==> src/rtl/mux_nt1_arb_nb_pkg.sv <==
`default_nettype none
// ---------------------------------------------------------------------------
// mux_nt1_arb_nb_pkg : shared mode encodings and width helper for the N:1 mux
// Revision: 1.0
// ---------------------------------------------------------------------------
package mux_nt1_arb_nb_pkg;

  localparam logic MODE_SEL = 1'b0;
  localparam logic MODE_RR  = 1'b1;

  function automatic int clog2(input int n);
    int r;
    r = 0;
    for (int i = 0; i < 31; i++) begin
      if ((1 << i) < n) r = i + 1;
    end
    return r;
  endfunction

endpackage
`default_nettype wire

==> src/rtl/mux_nt1_arb_nb_rr_pick.sv <==
`default_nettype none
// ---------------------------------------------------------------------------
// rr_pick_nb : combinational round-robin pick, first set bit after LAST (mod N)
// Revision: 1.0
// ---------------------------------------------------------------------------
module rr_pick_nb
  import mux_nt1_arb_nb_pkg::*;
#(
  parameter  int N    = 6,
  localparam int SELW = clog2(N)
) (
  input  logic [N-1:0]    REQ,
  input  logic [SELW-1:0] LAST,
  output logic            GNT_VLD,
  output logic [SELW-1:0] GNT_IDX
);

  // Scanning offsets from farthest to nearest lets the nearest hit win,
  // which is the rotate / priority-encode / unrotate result.
  always_comb begin
    int idx;
    idx     = 0;
    GNT_VLD = 1'b0;
    GNT_IDX = '0;
    for (int i = N; i >= 1; i--) begin
      idx = (int'(LAST) + i) % N;
      if (REQ[idx]) begin
        GNT_VLD = 1'b1;
        GNT_IDX = SELW'(idx);
      end
    end
  end

endmodule
`default_nettype wire

==> src/rtl/mux_nt1_arb_nb.sv <==
`default_nettype none
// ---------------------------------------------------------------------------
// mux_nt1_arb_nb : N:1 valid/ready mux (explicit select or round-robin) with
//                  a one-entry registered output stage.
// Revision: 1.0
// ---------------------------------------------------------------------------
module mux_nt1_arb_nb
  import mux_nt1_arb_nb_pkg::*;
#(
  parameter  int N    = 6,
  parameter  int W    = 32,
  localparam int SELW = clog2(N)
) (
  input  logic            CLK,
  input  logic            RST,
  input  logic            MODE,
  input  logic [SELW-1:0] SEL,
  input  logic [N-1:0]    REQ_VALID,
  input  logic [N*W-1:0]  REQ_DATA,
  output logic [N-1:0]    REQ_READY,
  output logic            OUT_VALID,
  output logic [W-1:0]    OUT_DATA,
  output logic [SELW-1:0] OUT_CH,
  input  logic            OUT_READY
);

  logic            out_valid_q, out_valid_d;
  logic [W-1:0]    out_data_q,  out_data_d;
  logic [SELW-1:0] out_ch_q,    out_ch_d;
  logic [SELW-1:0] last_q,      last_d;

  logic            rr_vld;
  logic [SELW-1:0] rr_idx;
  logic            gnt_vld;
  logic [SELW-1:0] gnt_idx;
  logic [W-1:0]    gnt_data;
  logic            load;
  logic            xfer;

  rr_pick_nb #(.N(N)) u_rr_pick (
    .REQ     (REQ_VALID),
    .LAST    (last_q),
    .GNT_VLD (rr_vld),
    .GNT_IDX (rr_idx)
  );

  always_comb begin
    gnt_vld     = 1'b0;
    gnt_idx     = '0;
    gnt_data    = '0;
    REQ_READY   = '0;
    out_valid_d = out_valid_q;
    out_data_d  = out_data_q;
    out_ch_d    = out_ch_q;
    last_d      = last_q;

    if (MODE == MODE_RR) begin
      gnt_vld = rr_vld;
      gnt_idx = rr_idx;
    end else begin
      // Out-of-range SEL matches no channel, so it never grants.
      for (int k = 0; k < N; k++) begin
        if (SEL == SELW'(k) && REQ_VALID[k]) begin
          gnt_vld = 1'b1;
          gnt_idx = SELW'(k);
        end
      end
    end

    load = !out_valid_q || OUT_READY;
    xfer = gnt_vld && load;

    for (int k = 0; k < N; k++) begin
      if (gnt_idx == SELW'(k)) begin
        gnt_data     = REQ_DATA[k*W +: W];
        REQ_READY[k] = xfer;
      end
    end

    if (xfer) begin
      out_valid_d = 1'b1;
      out_data_d  = gnt_data;
      out_ch_d    = gnt_idx;
      last_d      = gnt_idx;
    end else if (out_valid_q && OUT_READY) begin
      out_valid_d = 1'b0;
    end
  end

  always_ff @(posedge CLK or posedge RST) begin
    if (RST) begin
      out_valid_q <= 1'b0;
      out_data_q  <= '0;
      out_ch_q    <= '0;
      last_q      <= SELW'(N - 1);
    end else begin
      out_valid_q <= out_valid_d;
      out_data_q  <= out_data_d;
      out_ch_q    <= out_ch_d;
      last_q      <= last_d;
    end
  end

  assign OUT_VALID = out_valid_q;
  assign OUT_DATA  = out_data_q;
  assign OUT_CH    = out_ch_q;

endmodule
`default_nettype wire

==> config.mk <==
export PLATFORM = sky130hd
export DESIGN_NAME = mux_nt1_arb_nb
export DESIGN_NICKNAME = d
export VERILOG_FILES = /design/src/rtl/mux_nt1_arb_nb_pkg.sv /design/src/rtl/mux_nt1_arb_nb_rr_pick.sv /design/src/rtl/mux_nt1_arb_nb.sv
export SDC_FILE = /design/constraint.sdc
export NUM_CORES = 1
export LEC_CHECK = 0
export ABC_AREA = 1
export CAP_MARGIN = 10
export CORE_UTILIZATION = 38
export CTS_CLUSTER_SIZE = 8
export DETAILED_ROUTE_END_ITERATION = 10
export MAX_ROUTING_LAYER = met4
export PLACE_DENSITY = 0.82
export SLEW_MARGIN = 20
export SYNTH_ARGS = -nofsm -noshare
export SYNTH_HDL_FRONTEND = slang
export SYNTH_SLANG_ARGS = --single-unit
==> constraint.sdc <==
create_clock -name CLK -period 5.8 [get_ports CLK]
set_input_delay 1.45 -clock CLK [delete_from_list [all_inputs] [get_ports CLK]]
set_output_delay 1.45 -clock CLK [all_outputs]
set_load 0.01 [all_outputs]
==> results of run 1 <==
[through the flow]
step,utilization,instances,power (mW)
2_1_floorplan,-,708,2.47
3_3_place_gp,0.635,1068,3.33
3_5_place_dp,0.635,1068,3.37
4_1_cts,0.645,1076,3.58
5_1_grt,0.649,1078,4.00
6_report,0.649,1078,3.62
[synth_stat cells]
cell	count
nand2_1	261
nor2_1	83
nand3_1	81
inv_1	53
o21ai_0	52
dfrtp_1	36
o21ai_1	25
nand4_1	24
buf_2	19
ha_1	10
inv_2	10
nand2_2	9
buf_4	6
buf_6	6
clkbuf_1	6
nor2_4	3
a21oi_1	2
a21oi_2	2
clkbuf_2	2
dfstp_2	2
nand3_2	2
nand3b_1	2
nor3_1	2
a21boi_1	1
a41oi_1	1
nand2_4	1
nor4_1	1
o211ai_1	1
o21bai_1	1
o41ai_2	1
or2_0	1
or2_1	1
xnor2_1	1
[worst reg2reg max path, delay by kind of cell (launching register included)]
kind	cells	cell delay [ps]
AO/OA/AOI/OAI	2	240
buffers and inverters	5	830
adder cells (fa/ha/maj)	2	420
flip-flops	1	550
AND/OR/NAND/NOR	21	1930
[cells by family (layout without fill, tap and decap cells)]
family	after synthesis	after routing	share of synthesized area
fa+ha+maj	10	10	0.0310
compound gates	86	86	0.114
buf+inv	102	336	0.118
simple gates	471	471	0.498
xor+xnor	1	1	0.00217
flops	38	38	0.236
[flip-flops by register name (all words and copies together) (netlist names)]
| signal | flops |
|---|---|
| OUT_CH | 3 |
| OUT_VALID | 1 |
| OUT_DATA | 32 |
| last_q | 2 |
[layout make-up]
| type | instances | area (um^2) |
|---|---|---|
| Multi-Input combinational cell | 568 | 2630 |
| Clock inverter | 2 | 12.5 |
| Clock buffer | 6 | 82.6 |
| Timing Repair Buffer | 265 | 2610 |
| Fill cell | 943 | 3620 |
| Inverter | 63 | 236 |
| Tap cell | 136 | 170 |
| Sequential cell | 38 | 955 |
[worst min path at each step]
| stage | slack [ps] | start | to | depth (start not counted) |
|---|---|---|---|---|
| detailed placement | 460 | OUT_DATA[12] | OUT_DATA[12] | 2 |
| CTS | 490 | OUT_DATA[12] | OUT_DATA[12] | 2 |
| global placement | 450 | OUT_CH[2] | OUT_CH[2] | 2 |
| finish | 480 | OUT_DATA[5] | OUT_DATA[5] | 2 |
| global route | 490 | OUT_DATA[17] | OUT_DATA[17] | 2 |
| floorplan | 510 | OUT_CH[0] | OUT_CH[0] | 2 |
[metal layers]
| layer | routed length (um) | share of wire | vias to the layer above | global-route usage |
|---|---|---|---|---|
| li1 | - | - | 2737 | - |
| met1 | 6160 | 0.38 | 2405 | 0.330 |
| met2 | 8060 | 0.50 | 262 | 0.541 |
| met3 | 1430 | 0.089 | 26 | 0.0636 |
| met4 | 351 | 0.022 | 0 | 0.0835 |
| met5 | 0 | 0 | - | - |
[repair_timing]
item | CTS | global route
resized for setup | 0 | 15
setup endpoints to repair | 0 | 6
buffers inserted | 0 | 2
hold buffers | 0 | 0
[power by group through the flow]
stage	combinational (mW)	clock, mW	sequential (mW)
floorplan	1.94	0	0.530
global placement	2.85	0	0.481
detailed placement	2.89	0	0.483
CTS	2.90	0.201	0.483
global route	3.29	0.211	0.496
finish	2.95	0.198	0.481
==> results.py, run 1 <==
metrics = {
    "run_status": {
        "status": "finished clean",
    },
    "setup_path": {
        "crit_fanout": 7,
        "critPathLaunchType": "primary input",
        "cpPeakStageDelay_ps": 580,
        "cp.required_ps": 4350,
        "r2r_slack_ps": 1810,
        "reg2reg_depth": 30,
        "critPathKind": "primary input to primary output",
        "crit_top_cell": "nand2_1",
        "crit_buf_inv": 5,
        "critPathSlowestCell": "clkdlybuf4s50_1",
        "cp-end-kind": "primary output",
        "r2r-start": "last_q[0]",
        "crit_chain": "clkdlybuf4s50_1 > inv_1 > nand2_1 > o21ai_0 > inv_1 > nand3_1 > o21ai_1 > nand2_1 > nand3b_1 > nand2_1 > nand2_1 > nand2_1 > nand3_2 > nand3_1 > nand2_4 > inv_2 > nand2_2 > nor2_1 > clkdlybuf4s50_1",
        "cp.depth": 19,
        "cp_data_arrival_time_ps": 4080,
        "critPathTopFamily": "buffers and inverters",
        "r2r_end": "OUT_DATA[6]",
        "worstSetupEndpoint": "REQ_READY[3]",
        "crit_path_start": "REQ_VALID[5]",
    },
    "timing": {
        "rsz0062_at_grt": "false",
        "fin_ws_ps": 273,
        "drv_slew": 0,
        "setup_viol_count_final": 0,
        "setup-tns-final_ps": 0,
        "max_freq_ghz": 0.181,
        "min_period_ps": 5530,
        "worst_clock_skew_ps": 9.01,
        "tightest_slew_ps": 861,
        "whs_ps": 484,
        "fin_crit_sh": 0.953,
        "hold_violations": 0,
        "timing.slew.headroom": 0.425,
    },
    "routing": {
        "drt_iter0_drc": 302,
        "avgRoutedWirePerCell_um": 14.8,
        "dr.pass1.iters": 5,
        "drc": 0,
        "viasPerCell": 5.04,
        "wirelength_um": 16000,
        "ant_nets": 0,
        "vias": 5430,
    },
    "min_path": {
        "hold_class": "flop to flop",
    },
    "die": {
        "die_h_um": 105,
        "die_area_um2": 11000,
        "core_area_um2": 10300,
        "die_w_um": 105,
        "io_pins": 247,
        "start_util": 0.391,
        "rows": 37,
    },
    "synthesis": {
        "ys_ff_latch": 38,
        "synth_area_leaders": "nand2_1 24%, dfrtp_1 22%, nand3_1 10%, nor2_1 7.7%, o21ai_0 6.4%",
        "yosysTopAreaCell": "nand2_1",
        "synth.distinct_cells": 33,
        "netlist_area_um2": 4040,
        "syn_area_per_cell_um2": 5.70,
        "synth_nets": 923,
        "yosysWarnings": 0,
        "synthCells": 708,
        "ys_seq_area_frac": 0.236,
        "synth_top_area_frac": 0.243,
    },
    "pwr": {
        "switching_power_mw": 2.01,
        "pwr-share-clk": 0.055,
        "p_int_mw": 1.61,
        "comb_power_share": 0.813,
        "swShare": 0.556,
        "seq_power_share": 0.133,
        "max-vdd-ir-drop_mv": 0.288,
        "p_leak_nw": 3.27,
        "power.density_nw_per_um2": 541,
    },
    "finish": {
        "n_antenna_cell": 0,
        "mostFrequentLayoutCells": "261 x nand2_1, 244 x clkdlybuf4s50_1, 82 x nor2_1",
        "fin_area_um2": 6700,
        "layout-drive-gt1-share": 0.0690,
        "syn2layout_area_growth_pct": 66.1,
        "nNetsFinal": 1156,
        "mostFrequentLayoutCell": "nand2_1",
    },
    "global_routing": {
        "grt_pass1_wl_um": 25600,
        "grt_max_degree": 45,
        "grtUsageTotal": 0.299,
        "grt_pass1_vias": 5343,
        "overflow": 0,
        "antenna_found_initial": 0,
    },
    "clock_tree": {
        "cts-root-buf": "clkbuf_8",
        "cts_buffers": 5,
        "clk-insertion-delay-late_ps": 290,
        "cts_buffer_depth": 2,
        "cts_tree": "done",
        "clock-sinks": 38,
        "htree_levels": 2,
        "clkSlewWorstSetupHoldPaths_ps": 80,
    },
    "placed_design": {
        "port_buffers": 246,
        "hpwl_um": 12300,
        "place_ws_ps": 27.3,
        "dpl_cell_area_um2": 6560,
        "gp_congestion": 0.981,
    },
    "flow_run": {
        "cap_viol_max_count": 0,
    },
}
No activity file was read; power rests on OpenSTA's default activity.
==> inputs of run 2 (changes only) <==
PLACE_DENSITY = 0.88   (was 0.82)
==> run 2 against run 1 <==
  * Register-to-register slack barely moved
  * Sequential cell count stayed put
  * Sequential power about the same
  * Final area is 0.58% higher
  * Critical endpoint is now REQ_READY[2]
  * Largest cell class unchanged
  * Largest power group unchanged
==> results.py, run 2 (same netlist as run 1, synthesis figures left out) <==
metrics = {
    "routing": {
        "viasPerCell": 4.98,
        "wirelength_um": 16200,
        "drc": 0,
        "ant_nets": 0,
        "drt_iter0_drc": 441,
        "dr.pass1.iters": 5,
        "avgRoutedWirePerCell_um": 15.0,
        "vias": 5373,
    },
    "timing": {
        "setup-tns-final_ps": 0,
        "setup_viol_count_final": 0,
        "tightest_slew_ps": 635,
        "drv_slew": 0,
        "max_freq_ghz": 0.178,
        "whs_ps": 477,
        "worst_clock_skew_ps": 9.97,
        "fin_crit_sh": 0.966,
        "rsz0062_at_grt": "false",
        "hold_violations": 0,
        "min_period_ps": 5600,
        "fin_ws_ps": 195,
        "timing.slew.headroom": 0.576,
    },
    "finish": {
        "syn2layout_area_growth_pct": 67.0,
        "n_antenna_cell": 0,
        "final.fill_count": 959,
        "mostFrequentLayoutCells": "261 x nand2_1, 244 x clkdlybuf4s50_1, 82 x nor2_1",
        "nNetsFinal": 1156,
        "largest_reg_flops": 32,
        "final_util": 0.653,
        "mostFrequentLayoutCell": "nand2_1",
        "layout-drive-gt1-share": 0.0658,
    },
    "min_path": {
        "hold_end": "OUT_CH[0]",
        "hold_class": "flop to flop",
        "hold_depth": 2,
        "min-delay-start": "OUT_CH[0]",
    },
    "placed_design": {
        "port_buffers": 246,
        "place_ws_ps": 144,
        "hpwl_um": 12500,
        "gp_congestion": 0.925,
    },
    "die": {
        "start_util": 0.391,
        "die_h_um": 105,
        "io_pins": 247,
        "core_area_um2": 10300,
        "die_area_um2": 11000,
        "die_w_um": 105,
        "rows": 37,
    },
    "setup_path": {
        "crit_fanout": 10,
        "r2r_slack_ps": 1810,
        "reg2reg_depth": 27,
        "critPathLaunchType": "primary input",
        "critPathKind": "primary input to primary output",
        "cp-end-kind": "primary output",
        "cp_data_arrival_time_ps": 4150,
        "r2r-start": "last_q[2]",
        "r2r_end": "OUT_DATA[26]",
        "cp.required_ps": 4350,
    },
    "global_routing": {
        "grtUsageTotal": 0.300,
        "grt_pass1_vias": 5264,
        "grt_max_degree": 39,
        "overflow": 0,
        "antenna_found_initial": 0,
        "grt_pass1_wl_um": 25600,
    },
    "clock_tree": {
        "cts_tree": "done",
        "cts_buffer_depth": 2,
        "cts_buffers": 5,
        "cts-root-buf": "clkbuf_8",
        "cts_setup_buffers": 0,
        "clkSlewWorstSetupHoldPaths_ps": 80,
        "clock-sinks": 38,
        "clk-insertion-delay-late_ps": 290,
        "htree_levels": 2,
    },
    "pwr": {
        "max-vdd-ir-drop_mv": 0.267,
        "p_leak_nw": 3.29,
        "power.density_nw_per_um2": 551,
        "p_total_mw": 3.72,
    },
    "flow_run": {
        "cap_viol_max_count": 0,
    },
    "run_status": {
        "status": "finished clean",
    },
}
-- run 2: how the worst max path moves through the flow --
stage                  from            to  cells past startpoint
2_1_floorplan     last_q[0]  REQ_READY[0]                     27
3_3_place_gp   REQ_VALID[2]  REQ_READY[5]                     17
3_5_place_dp   REQ_VALID[0]  REQ_READY[0]                     19
4_1_cts        REQ_VALID[0]  REQ_READY[0]                     19
5_1_grt        REQ_VALID[0]  REQ_READY[2]                     21
6_report       REQ_VALID[3]  REQ_READY[2]                     13
-- run 2: worst max-delay path, cell delays in order --
cell,delay (ps)
clkdlybuf4s50_1,450
nand2_1,80
o21ai_0,110
o211ai_1,240
nand2_1,100
inv_1,140
nand3_1,110
o41ai_2,400
nor2_2,70
inv_1,310
buf_4,180
nor2_1,40
clkdlybuf4s50_1,480
-- run 2: where the power goes --
part,switching [mW],internal [mW]
logic,1.84,1.11
clock network,0.103,0.184
registers,0.0808,0.402
-- run 2: per-layer routing --
layer	global-route usage	vias to the layer above	routed length, um
met1	0.341	2379	6550
met3	0.0580	24	1230
met2	0.542	243	8030
met5	-	-	0
li1	-	2727	-
met4	0.0734	0	352
-- run 2: what timing repair did --
item,CTS,global route
hold buffers,0,0
resized for setup,0,12
endpoints found under the setup margin,0,6
-- run 2: final cells by class --
| type | count | area, um^2 | area share |
|---|---|---|---|
| sequential | 38 | 955 | 0.142 |
| clock inverter | 2 | 60.1 | 0.00891 |
| clock buffer | 6 | 82.6 | 0.0122 |
| timing repair buffer | 265 | 2610 | 0.388 |
| tap | 136 | 170 | 0.0252 |
| multi-input combinational | 568 | 2620 | 0.389 |
| inverter | 63 | 241 | 0.0358 |
-- run 2: stage by stage --
stage	std cells	area, um^2
after floorplan	708	4040
after global placement	1070	6570
after detailed placement	1070	6570
after CTS	1078	6720
after global routing	1078	6740
final	1078	6740
==> RTL change 1, RTL diff (flow settings as in run 1) <==
Add an input register stage for `MODE`, without a reset; this delays it by one clock. The other inputs are not delayed to match.
--- a/src/rtl/mux_nt1_arb_nb.sv
+++ b/src/rtl/mux_nt1_arb_nb.sv
@@ -25,2 +25,8 @@
 );
+
+  logic MODE_q;
+
+  always_ff @(posedge CLK) begin
+    MODE_q <= MODE;
+  end
 
@@ -56,3 +62,3 @@
 
-    if (MODE == MODE_RR) begin
+    if (MODE_q == MODE_RR) begin
       gnt_vld = rr_vld;
Function: changed (a bounded check fails within 4 cycles, from zero or initial values and one cycle with RST high).
==> RTL change 1 against run 1 <==
Worst setup slack worse by 0.012 ns; area after synthesis up 3.9%; clock power up 16%; first-iteration DRC count up 31%; sequential cell count up 1; routed wire length up 6.1%; sequential share of layout area down 0.12 points; design area up 2.8%; final cell count up 0.83%; core utilization up 0.64 points; global-route usage up 0.11 points; count of clock-buffer cells in the layout unchanged; total power up 7.3%; combinational power up 7.5%.
==> RTL change 1: results <==
export IMPL_grt_pass1_vias=4996
export IMPL_grtUsageMet3=0.0650
export IMPL_grt_usage=0.300
export IMPL_min_from="OUT_CH[2]"
export IMPL_p_per_area_mw_per_mm2=564
export IMPL_synth_common_cells="249 x nand2_1, 75 x nand3_1, 74 x nor2_1, 62 x inv_1, 47 x o21ai_0"
export IMPL_critical_path_slowest_cell="dfrtp_1"
export IMPL_fin_skew_ns=0.0201
export IMPL_inverters=70
export IMPL_clock_sinks=39
export IMPL_rr_endpoint="OUT_DATA[10]"
export IMPL_synth_compound_area_frac=0.115
export IMPL_n_all_buffers=267
export IMPL_clk_share=0.0160
export IMPL_synthAdderAreaFrac=0.0298
export IMPL_p_leak_nw=3.42
export IMPL_multi_input_area_share=0.397
export IMPL_place_congestion=0.920
export IMPL_dp_cells=1076
export IMPL_synth_xor_area_frac=0.00209
export IMPL_met1_length_mm=6.92
export IMPL_grt_first_pass_wirelength_mm=25.9
export IMPL_async_flop_share=0.974
export IMPL_slowest_delay_ns=0.50
export IMPL_multi_input_gates=567
export IMPL_worstReg2RegStart="last_q[2]"
export IMPL_dpl_worst_slack_ns=0.147
export IMPL_vias=5433
export IMPL_p_int_w=0.00173
export IMPL_syn_instance_count=713
export IMPL_comb_power_w=0.00317
export IMPL_layout_nets=1165
export IMPL_wl_met2_mm=8.29
export IMPL_p_seq_frac=0.127
export IMPL_met3WireLength_mm=1.37
export IMPL_crit_fanout=10
export IMPL_nFillCells=952
export IMPL_viasPerCell=5.00
export IMPL_cts_root_buf="clkbuf_8"
export IMPL_outcome="completed"
export IMPL_place_hpwl_mm=13.3
export IMPL_buf_share=0.383
export IMPL_holdPathEnd="OUT_CH[2]"
export IMPL_rr_worst_depth=28
export IMPL_seq_share=0.141
export IMPL_gr_usage_met2=0.509
export IMPL_ff2ff_setup_slack_ns=1.74
export IMPL_wl_mm=17.0
export IMPL_drt_iter0_drc=396
export IMPL_syn_nets=928
export IMPL_grt_max_degree=39
export IMPL_synth_area_top_cells="nand2_1 22%, dfrtp_1 21%, nand3_1 8.9%"
==> RTL change 1: how the worst max path moves through the flow <==
stage,startpoint,slack [ns],endpoint,cells after the start
floorplan,last_q[0],0.97,REQ_READY[0],27
global placement,REQ_VALID[0],0.17,REQ_READY[2],15
detailed placement,REQ_VALID[0],0.15,REQ_READY[2],20
CTS,REQ_VALID[0],0.13,REQ_READY[2],20
global route,last_q[0],0.008,REQ_READY[5],21
finish,OUT_CH[1],0.26,REQ_READY[5],19
==> RTL change 1: stage by stage <==
stage	hold WS (ns)	cell area, sq um
after floorplan	0.509	4190
after global placement	0.455	6740
after detailed placement	0.459	6740
after CTS	0.476	6850
after global routing	0.504	6890
final	0.472	6890
==> RTL change 1: what timing repair did <==
action | in CTS | in global routing
hold endpoints to repair | 0 | 0
setup buffers | 0 | 3
endpoints found under the setup margin | 0 | 6
gates resized for setup | 0 | 8
==> RTL change 1: worst min-delay path, cell delays in order (launching register included) <==
cell     delay [ns]
dfrtp_1        0.34
nand2_1        0.05
nand2_1        0.05
==> RTL change 2, RTL diff (flow settings as in run 1) <==
Made on the original files. `N` is set to 6 in 2 places; all go to 7.
--- a/src/rtl/mux_nt1_arb_nb_rr_pick.sv
+++ b/src/rtl/mux_nt1_arb_nb_rr_pick.sv
@@ -8,3 +8,3 @@
 #(
-  parameter  int N    = 6,
+  parameter  int N    = 7,
   localparam int SELW = clog2(N)
--- a/src/rtl/mux_nt1_arb_nb.sv
+++ b/src/rtl/mux_nt1_arb_nb.sv
@@ -9,3 +9,3 @@
 #(
-  parameter  int N    = 6,
+  parameter  int N    = 7,
   parameter  int W    = 32,
Ports: changed (resized REQ_DATA, REQ_READY and REQ_VALID); port bits go from 247 to 281. No check against the original RTL was run, so the function may have changed too.
==> RTL change 2 against run 1 <==
The run now fails in detailed routing (5_2_route); area after synthesis up 44%.
==> RTL change 2: results <==
export IMPL_worstEpCategory="output port"
export IMPL_synth_area_sq_mm=0.00582
export IMPL_seq_area_frac_synth=0.164
export IMPL_antenna_found_initial=0
export IMPL_synth_area_top_cells="nand2_1 24%, dfrtp_1 15%, nand4_1 11%"
export IMPL_placed_cell_area_sq_mm=0.00881
export IMPL_synthFlopType="dfrtp_1"
export IMPL_outcome="aborted with a tool error"
export IMPL_synth_cell_types=39
export IMPL_synth_common_cells="374 x nand2_1, 158 x inv_1, 112 x nand3_1, 98 x nand4_1, 56 x nor2_1"
export IMPL_grt_first_pass_wirelength_mm=38.3
export IMPL_place_congestion=0.979
export IMPL_yosys_warnings=0
export IMPL_port_buffers=280
export IMPL_async_flop_share=1.00
export IMPL_grt_usage=0.317
export IMPL_crit_endpoint="REQ_READY[2]"
export IMPL_h_tree_depth=2
export IMPL_syn_nets=1321
export IMPL_cts_root_buf="clkbuf_16"
export IMPL_stop_stage="detailed routing (5_2_route)"
export IMPL_grt_pass1_vias=7226
export IMPL_cts_buffer_depth=2
export IMPL_grt_max_degree=65
export IMPL_place_hpwl_mm=19.3
export IMPL_cts_made_buffers=5
export IMPL_clock_sinks=38
export IMPL_error="[ERROR DRT-0255] Maze Route cannot find path of net REQ_DATA[187] in worker of routeBox ( 96600 96600 ) ( 125765 125765 )."
## RTL change 2: stage by stage
| step | TNS [ns] | worst slack [ns] | cells |
|---|---|---|---|
| 3_3_place_gp | 0 | 0.0835 | 1503 |
| 5_1_grt | -0.0565 | -0.0279 | 1512 |
| 3_5_place_dp | 0 | 0.0964 | 1503 |
| 4_1_cts | 0 | 0.0925 | 1511 |
| 2_1_floorplan | 0 | 0.542 | 1062 |
## RTL change 2: repair_timing
action                     CTS  global route
buffers inserted             0             1
pin swaps                    2             2
setup endpoints to repair    7             7
hold buffers                 0             0
gates resized for setup     12            37
## RTL change 2: metal layers
| metal | global-route usage |
|---|---|
| met1 | 0.379 |
| met2 | 0.523 |
| met3 | 0.0773 |
| met4 | 0.104 |
| met5 | - |
## RTL change 2: logic make-up after synthesis
| family | share of synthesized area |
|---|---|
| AND/OR/NAND/NOR | 0.526 |
| buffers and inverters | 0.168 |
| AO/OA/AOI/OAI | 0.0881 |
| flip-flops | 0.164 |
| adder cells (fa/ha/maj) | 0.0451 |
| XOR/XNOR | 0.00882 |
